**src/rtl/tropang_rom_loader.sv**
```systemverilog
// tropang_rom_loader
// Bridges the HPS ioctl download stream to the TropicalAngel load ports.
// Index-0 bytes are split into CPU ROM words, sound ROM words and graphics
// bytes; index DIP_INDEX bytes land in the two DIP switch registers.
// Word regions pair even/odd bytes; a lone byte is padded with 8'hFF.

module tropang_rom_loader #(
    parameter logic [24:0] CPU_BASE  = 25'h00000,
    parameter logic [24:0] CPU_SIZE  = 25'h08000,
    parameter logic [24:0] SND_BASE  = 25'h08000,
    parameter logic [24:0] SND_SIZE  = 25'h04000,
    parameter logic [24:0] GFX_BASE  = 25'h0C000,
    parameter logic [24:0] GFX_SIZE  = 25'h14000,
    parameter logic [7:0]  DIP_INDEX = 8'd254
) (
    input  logic        clk_sys,
    input  logic        reset_n,
    input  logic        ioctl_download,
    input  logic        ioctl_wr,
    input  logic [24:0] ioctl_addr,
    input  logic [7:0]  ioctl_dout,
    input  logic [7:0]  ioctl_index,
    output logic        cpu_wr,
    output logic [13:0] cpu_addr,
    output logic [15:0] cpu_data,
    output logic        snd_wr,
    output logic [12:0] snd_addr,
    output logic [15:0] snd_data,
    output logic        gfx_wr,
    output logic [16:0] gfx_addr,
    output logic [7:0]  gfx_data,
    output logic [7:0]  dip_sw0,
    output logic [7:0]  dip_sw1,
    output logic        rom_loaded
);

    typedef enum logic {ST_EMPTY = 1'b0, ST_HELD = 1'b1} state_t;
    typedef enum logic {RG_CPU = 1'b0, RG_SND = 1'b1} region_t;

    // One word heading for a CPU or sound load port.
    typedef struct packed {
        logic        vld;
        region_t     rg;
        logic [13:0] waddr;
        logic [15:0] data;
    } word_t;

    localparam logic [7:0] PAD_BYTE = 8'hFF;

    // Address decode
    logic [24:0] cpu_off;
    logic [24:0] snd_off;
    logic [24:0] gfx_off;
    logic        in_cpu;
    logic        in_snd;
    logic        in_gfx;
    logic        rom_byte;
    logic        word_byte;
    logic        gfx_byte;
    logic        byte_odd;
    region_t     cur_rg;
    logic [13:0] cur_waddr;

    // Download edge tracking
    logic        dl_q;
    logic        dl_rise;
    logic        dl_fall;

    // Word pairing FSM
    state_t      state;
    state_t      state_n;
    logic [7:0]  held_byte;
    logic [7:0]  held_byte_n;
    logic [13:0] held_waddr;
    logic [13:0] held_waddr_n;
    region_t     held_rg;
    region_t     held_rg_n;

    // Word output path: up to two words can be produced in one cycle
    // (flush of the held byte plus a padded odd byte), so the second one
    // waits in a one-deep slot and goes out on the following cycle.
    word_t       req_a;
    word_t       req_b;
    word_t       slot;
    word_t       slot_n;
    word_t       emit;

    // Completion tracking
    logic        got_byte;
    logic        fall_q;

    // Decode the incoming byte: which region it hits and its word position.
    always_comb begin
        // Offsets wrap below the base, so a single unsigned compare
        // against the size rejects addresses on both sides of a region.
        cpu_off   = ioctl_addr - CPU_BASE;
        snd_off   = ioctl_addr - SND_BASE;
        gfx_off   = ioctl_addr - GFX_BASE;
        in_cpu    = (cpu_off < CPU_SIZE);
        in_snd    = !in_cpu && (snd_off < SND_SIZE);
        in_gfx    = !in_cpu && !in_snd && (gfx_off < GFX_SIZE);
        rom_byte  = ioctl_wr && ioctl_download && (ioctl_index == 8'd0);
        word_byte = rom_byte && (in_cpu || in_snd);
        gfx_byte  = rom_byte && in_gfx;
        cur_rg    = in_cpu ? RG_CPU : RG_SND;
        cur_waddr = in_cpu ? cpu_off[14:1] : {1'b0, snd_off[13:1]};
        byte_odd  = in_cpu ? cpu_off[0] : snd_off[0];
        dl_rise   = !dl_q && ioctl_download;
        dl_fall   = dl_q && !ioctl_download;
    end

    // FSM state and held-byte registers.
    always_ff @(posedge clk_sys) begin
        // NOTE: every clocked register uses non-blocking assignment so all
        // flops sample the same pre-edge values regardless of block order.
        if (!reset_n) begin
            state      <= ST_EMPTY;
            held_byte  <= 8'd0;
            held_waddr <= 14'd0;
            held_rg    <= RG_CPU;
            dl_q       <= 1'b0;
        end else begin
            state      <= state_n;
            held_byte  <= held_byte_n;
            held_waddr <= held_waddr_n;
            held_rg    <= held_rg_n;
            dl_q       <= ioctl_download;
        end
    end

    // Next-state logic: pair bytes, flush a stranded low byte, pad lone odd bytes.
    always_comb begin
        // NOTE: every output of this block gets a default first, so no path
        // leaves a variable unassigned and no latch is inferred.
        state_n      = state;
        held_byte_n  = held_byte;
        held_waddr_n = held_waddr;
        held_rg_n    = held_rg;
        req_a        = '0;
        req_b        = '0;

        case (state)
            ST_EMPTY: begin
                if (word_byte) begin
                    if (!byte_odd) begin
                        held_byte_n  = ioctl_dout;
                        held_waddr_n = cur_waddr;
                        held_rg_n    = cur_rg;
                        state_n      = ST_HELD;
                    end else begin
                        req_a = '{vld: 1'b1, rg: cur_rg, waddr: cur_waddr,
                                  data: {ioctl_dout, PAD_BYTE}};
                    end
                end
            end

            ST_HELD: begin
                if (word_byte) begin
                    if (byte_odd && (cur_waddr == held_waddr) && (cur_rg == held_rg)) begin
                        req_a   = '{vld: 1'b1, rg: held_rg, waddr: held_waddr,
                                    data: {ioctl_dout, held_byte}};
                        state_n = ST_EMPTY;
                    end else begin
                        req_a = '{vld: 1'b1, rg: held_rg, waddr: held_waddr,
                                  data: {PAD_BYTE, held_byte}};
                        if (!byte_odd) begin
                            held_byte_n  = ioctl_dout;
                            held_waddr_n = cur_waddr;
                            held_rg_n    = cur_rg;
                        end else begin
                            req_b   = '{vld: 1'b1, rg: cur_rg, waddr: cur_waddr,
                                        data: {ioctl_dout, PAD_BYTE}};
                            state_n = ST_EMPTY;
                        end
                    end
                end else if (dl_fall) begin
                    req_a   = '{vld: 1'b1, rg: held_rg, waddr: held_waddr,
                                data: {PAD_BYTE, held_byte}};
                    state_n = ST_EMPTY;
                end
            end

            default: state_n = ST_EMPTY;
        endcase
    end

    // Pick the word to send this cycle; anything left over waits in the slot.
    always_comb begin
        emit   = '0;
        slot_n = '0;
        if (slot.vld) begin
            // A full slot implies the FSM went EMPTY last cycle, so at most
            // req_a can be new here and it simply takes the slot's place.
            emit   = slot;
            slot_n = req_a;
        end else if (req_a.vld) begin
            emit   = req_a;
            slot_n = req_b;
        end
    end

    // Registered word strobes towards the CPU and sound ROM ports.
    always_ff @(posedge clk_sys) begin
        if (!reset_n) begin
            slot     <= '0;
            cpu_wr   <= 1'b0;
            cpu_addr <= 14'd0;
            cpu_data <= 16'd0;
            snd_wr   <= 1'b0;
            snd_addr <= 13'd0;
            snd_data <= 16'd0;
        end else begin
            slot   <= slot_n;
            cpu_wr <= emit.vld && (emit.rg == RG_CPU);
            snd_wr <= emit.vld && (emit.rg == RG_SND);
            if (emit.vld && (emit.rg == RG_CPU)) begin
                cpu_addr <= emit.waddr;
                cpu_data <= emit.data;
            end
            if (emit.vld && (emit.rg == RG_SND)) begin
                snd_addr <= emit.waddr[12:0];
                snd_data <= emit.data;
            end
        end
    end

    // Graphics bytes pass straight through with one cycle of latency.
    always_ff @(posedge clk_sys) begin
        if (!reset_n) begin
            gfx_wr   <= 1'b0;
            gfx_addr <= 17'd0;
            gfx_data <= 8'd0;
        end else begin
            gfx_wr <= gfx_byte;
            if (gfx_byte) begin
                gfx_addr <= gfx_off[16:0];
                gfx_data <= ioctl_dout;
            end
        end
    end

    // DIP bytes are captured whether or not a download is flagged active.
    always_ff @(posedge clk_sys) begin
        if (!reset_n) begin
            dip_sw0 <= 8'hFF;
            dip_sw1 <= 8'hFF;
        end else if (ioctl_wr && (ioctl_index == DIP_INDEX)) begin
            if (ioctl_addr == 25'd0) begin
                dip_sw0 <= ioctl_dout;
            end else if (ioctl_addr == 25'd1) begin
                dip_sw1 <= ioctl_dout;
            end
        end
    end

    // Load-complete flag: one cycle behind the fall so any flush lands first.
    always_ff @(posedge clk_sys) begin
        if (!reset_n) begin
            got_byte   <= 1'b0;
            fall_q     <= 1'b0;
            rom_loaded <= 1'b0;
        end else begin
            fall_q <= dl_fall && (ioctl_index == 8'd0) && got_byte;
            if (dl_rise && (ioctl_index == 8'd0)) begin
                got_byte   <= rom_byte;
                rom_loaded <= 1'b0;
            end else begin
                if (rom_byte) begin
                    got_byte <= 1'b1;
                end
                if (fall_q) begin
                    rom_loaded <= 1'b1;
                end
            end
        end
    end

endmodule
```
**config.mk**
```make
export PLATFORM = sky130hd
export DESIGN_NAME = tropang_rom_loader
export DESIGN_NICKNAME = d
export VERILOG_FILES = /design/src/rtl/tropang_rom_loader.sv
export SDC_FILE = /design/constraint.sdc
export NUM_CORES = 1
export LEC_CHECK = 0
export BUFFER_PORTS_ARGS = -buffer_cell sky130_fd_sc_hd__buf_4
export CAP_MARGIN = 0
export CORE_MARGIN = 10
export CORE_UTILIZATION = 40
export CTS_CLUSTER_DIAMETER = 100
export DETAILED_ROUTE_END_ITERATION = 8
export SLEW_MARGIN = 5
export SYNTH_ARGS = -nofsm -noshare
export SYNTH_HDL_FRONTEND = slang
export SYNTH_SLANG_ARGS = --single-unit
```
**constraint.sdc**
```tcl
create_clock -name clk_sys -period 2.99 [get_ports clk_sys]
set_input_delay 0.299 -clock clk_sys [delete_from_list [all_inputs] [get_ports clk_sys]]
set_output_delay 0.299 -clock clk_sys [all_outputs]
set_load 0.02 [all_outputs]
```
==> impl_metrics.toml <==
[hold_path]
holdCritPathClass = "primary input to flop"

[setup_path]
r2r-end = "snd_addr[8]"
crit_arrival_ns = 2.63
setup.worst_path.class = "primary input to flop"
r2r_start = "state"
startpoint = "ioctl_addr[18]"
reg2reg_depth = 9
cp.required_ns = 3.27
cp-start-kind = "primary input"
rrSetupSlack_ns = 0.73
critical_path.endpoint = "gfx_addr[1]"
end_kind = "flop"
cp_max_fo = 17

[clock_network]
clock_sinks = 163
clk_pin_slew_ns = 0.06
clk_latency_ns = 0.43
htreeDepth = 4
cts_buffers = 17
root_buffer = "clkbuf_16"
cts_tree = "built"
ctsLongestPathBuffers = 2
cts_setup_buffers = 0
hold_buffers = 0
cts.repair.resized = 0

[yosys]
ys_types = 59
synthTopCellsByArea = "dfxtp_1 46%, nand2_1 5.6%, mux2i_1 5.6%"
synth_edf_count = 0
synthTopCellsByCount = "163 x dfxtp_1, 107 x nand2_1, 78 x a21oi_1, 55 x clkbuf_1, 46 x nor2_1"
syn_avg_cell_area_sq_um = 8.83
yosysWarnings = 0
yosys.area.top_type = "dfxtp_1"
synth_ff_type = "dfxtp_1"
synth_most_common_cell = "dfxtp_1"
synth_cells = 808
synth-async-reset-ratio = 0
syn-num-nets = 855
syn_area_sq_mm = 0.00714
ys_seq_area_frac = 0.457
synth-seq-cells = 163
synth_top_area_frac = 0.457

[timing]
fin_setup_tns_ns = 0
drv_slew = 0
max_freq_ghz = 0.425
slew-limit-headroom = 0.479
rsz0062_at_grt = "no"
setup_violations = 0
hold_viol = 0
fin_crit_sh = 0.786
tightest_slew_ns = 0.782
period_needed_ns = 2.35
finClkSkew_ns = 0.00789
whs_ns = 0.127

[floorplanning]
die_w_um = 154
chipHeight_um = 154
ios = 149
core_area_sq_mm = 0.0174
rows = 48
design.die.area_sq_mm = 0.0236
start_util = 0.410

[place]
placed_cell_area_sq_mm = 0.00856
portBuffers = 148
place_congestion = 0.866
dp.final_hpwl_um = 15400

[finish]
layout-drive-gt1-share = 0.258
fin_area_sq_mm = 0.00917
layout.nets = 988
fin_util = 0.527
diodes = 0
syn_to_final_growth_pct = 28.5

[global_route]
grt_pass1_vias = 5944
grt_max_degree = 73
antenna_found_initial = 0
grt_pass1_wl_um = 34100
track_usage = 0.175
grt.overflow.total = 0

[power_and_ir_drop]
ir_worst_vdd_mv = 0.374
power.density_mw_per_mm2 = 500
finalPower_w = 0.00459
leakagePower_nw = 3.52

[route]
drt-total-wl_um = 21300
viasPerCell = 5.33
drt_iter0_drc = 456
ant_nets = 0
wl_per_cell_um = 18.1
route.vias.total = 6278
first_pass_iters = 5
drc = 0

[run_status]
status = "finished clean"

[run]
drv_cap = 0
metal layers:
metal / GRT usage / part of all wire
met5: 0 / 0
met4: 0.0436 / 0.0092
met3: 0.0563 / 0.070
met2: 0.240 / 0.42
met1: 0.256 / 0.50
registers in the layout, indices dropped and copies added, names as in the netlist, 8 cells and up:
name / count
held_byte: 8
held_waddr: 14
cpu_addr: 14
cpu_data: 16
snd_data: 16
snd_addr: 13
dip_sw1: 8
gfx_addr: 17
gfx_data: 8
dip_sw0: 8
slot: 32
worst max-delay path: stages:
cell	delay, ns
buf_4	0.12
or4_1	0.66
buf_4	0.21
a211oi_1	0.20
nand4_1	0.17
nor4b_2	0.34
buf_4	0.34
mux2i_1	0.22
nor2_1	0.06
layout make-up:
class,instances,area (sq um)
inverters,16,61.3
flip-flops and latches,163,3260
clock inverters,11,153
well taps,225,282
multi-input cells,561,3550
repair buffers,182,1400
fillers,1665,8250
clock buffers,20,457
layout by cell type, fill, tap and decap left out, types with 15 or more instances in the layout:
master and count:
buf_4 179, dfxtp_1 163, nand2_1 107, a21oi_1 77
o21ai_0 45, nor2_1 45, mux2i_1 40, a311oi_1 34
nor3_1 25, o211a_1 17, clkbuf_16 17, or3_1 15
xnor2_1 15
metrics by stage:
step / instances / setup slack (ns)
2_1_floorplan: 808 / 0.358
4_1_cts: 1178 / 0.659
3_5_place_dp: 1147 / 0.218
3_3_place_gp: 1147 / 0.264
5_1_grt: 1178 / 0.406
6_report: 1178 / 0.639
worst min path at each step:
stage / from / end / depth (start not counted)
2_1_floorplan: ioctl_download / dl_q / 1
3_3_place_gp: held_byte[3] / held_byte[3] / 2
3_5_place_dp: held_byte[6] / held_byte[6] / 2
4_1_cts: ioctl_download / dl_q / 2
5_1_grt: ioctl_download / dl_q / 2
6_report: ioctl_download / dl_q / 2
power breakdown:
| part | total, W | internal, W | leakage, nW | switching, W |
|---|---|---|---|---|
| combinational | 0.000174 | 0.0000639 | 1.92 | 0.000110 |
| sequential | 0.00217 | 0.00217 | 1.31 | 0.000000435 |
| clock | 0.00224 | 0.00136 | 0.289 | 0.000881 |
| total | 0.00459 | 0.00359 | 3.52 | 0.000991 |
logic make-up (layout without fill, tap and decap cells):
kind of cell,count (synthesis),in the layout,synth area share
adder cells (fa/ha/maj),2,2,0.00351
AO/OA/AOI/OAI,241,241,0.237
AND/OR/NAND/NOR,261,261,0.177
buffers and inverters,84,229,0.0482
flip-flops,163,163,0.457
multiplexers,41,41,0.0582
XOR/XNOR,16,16,0.0196
Power figures use the tool's default switching activity.
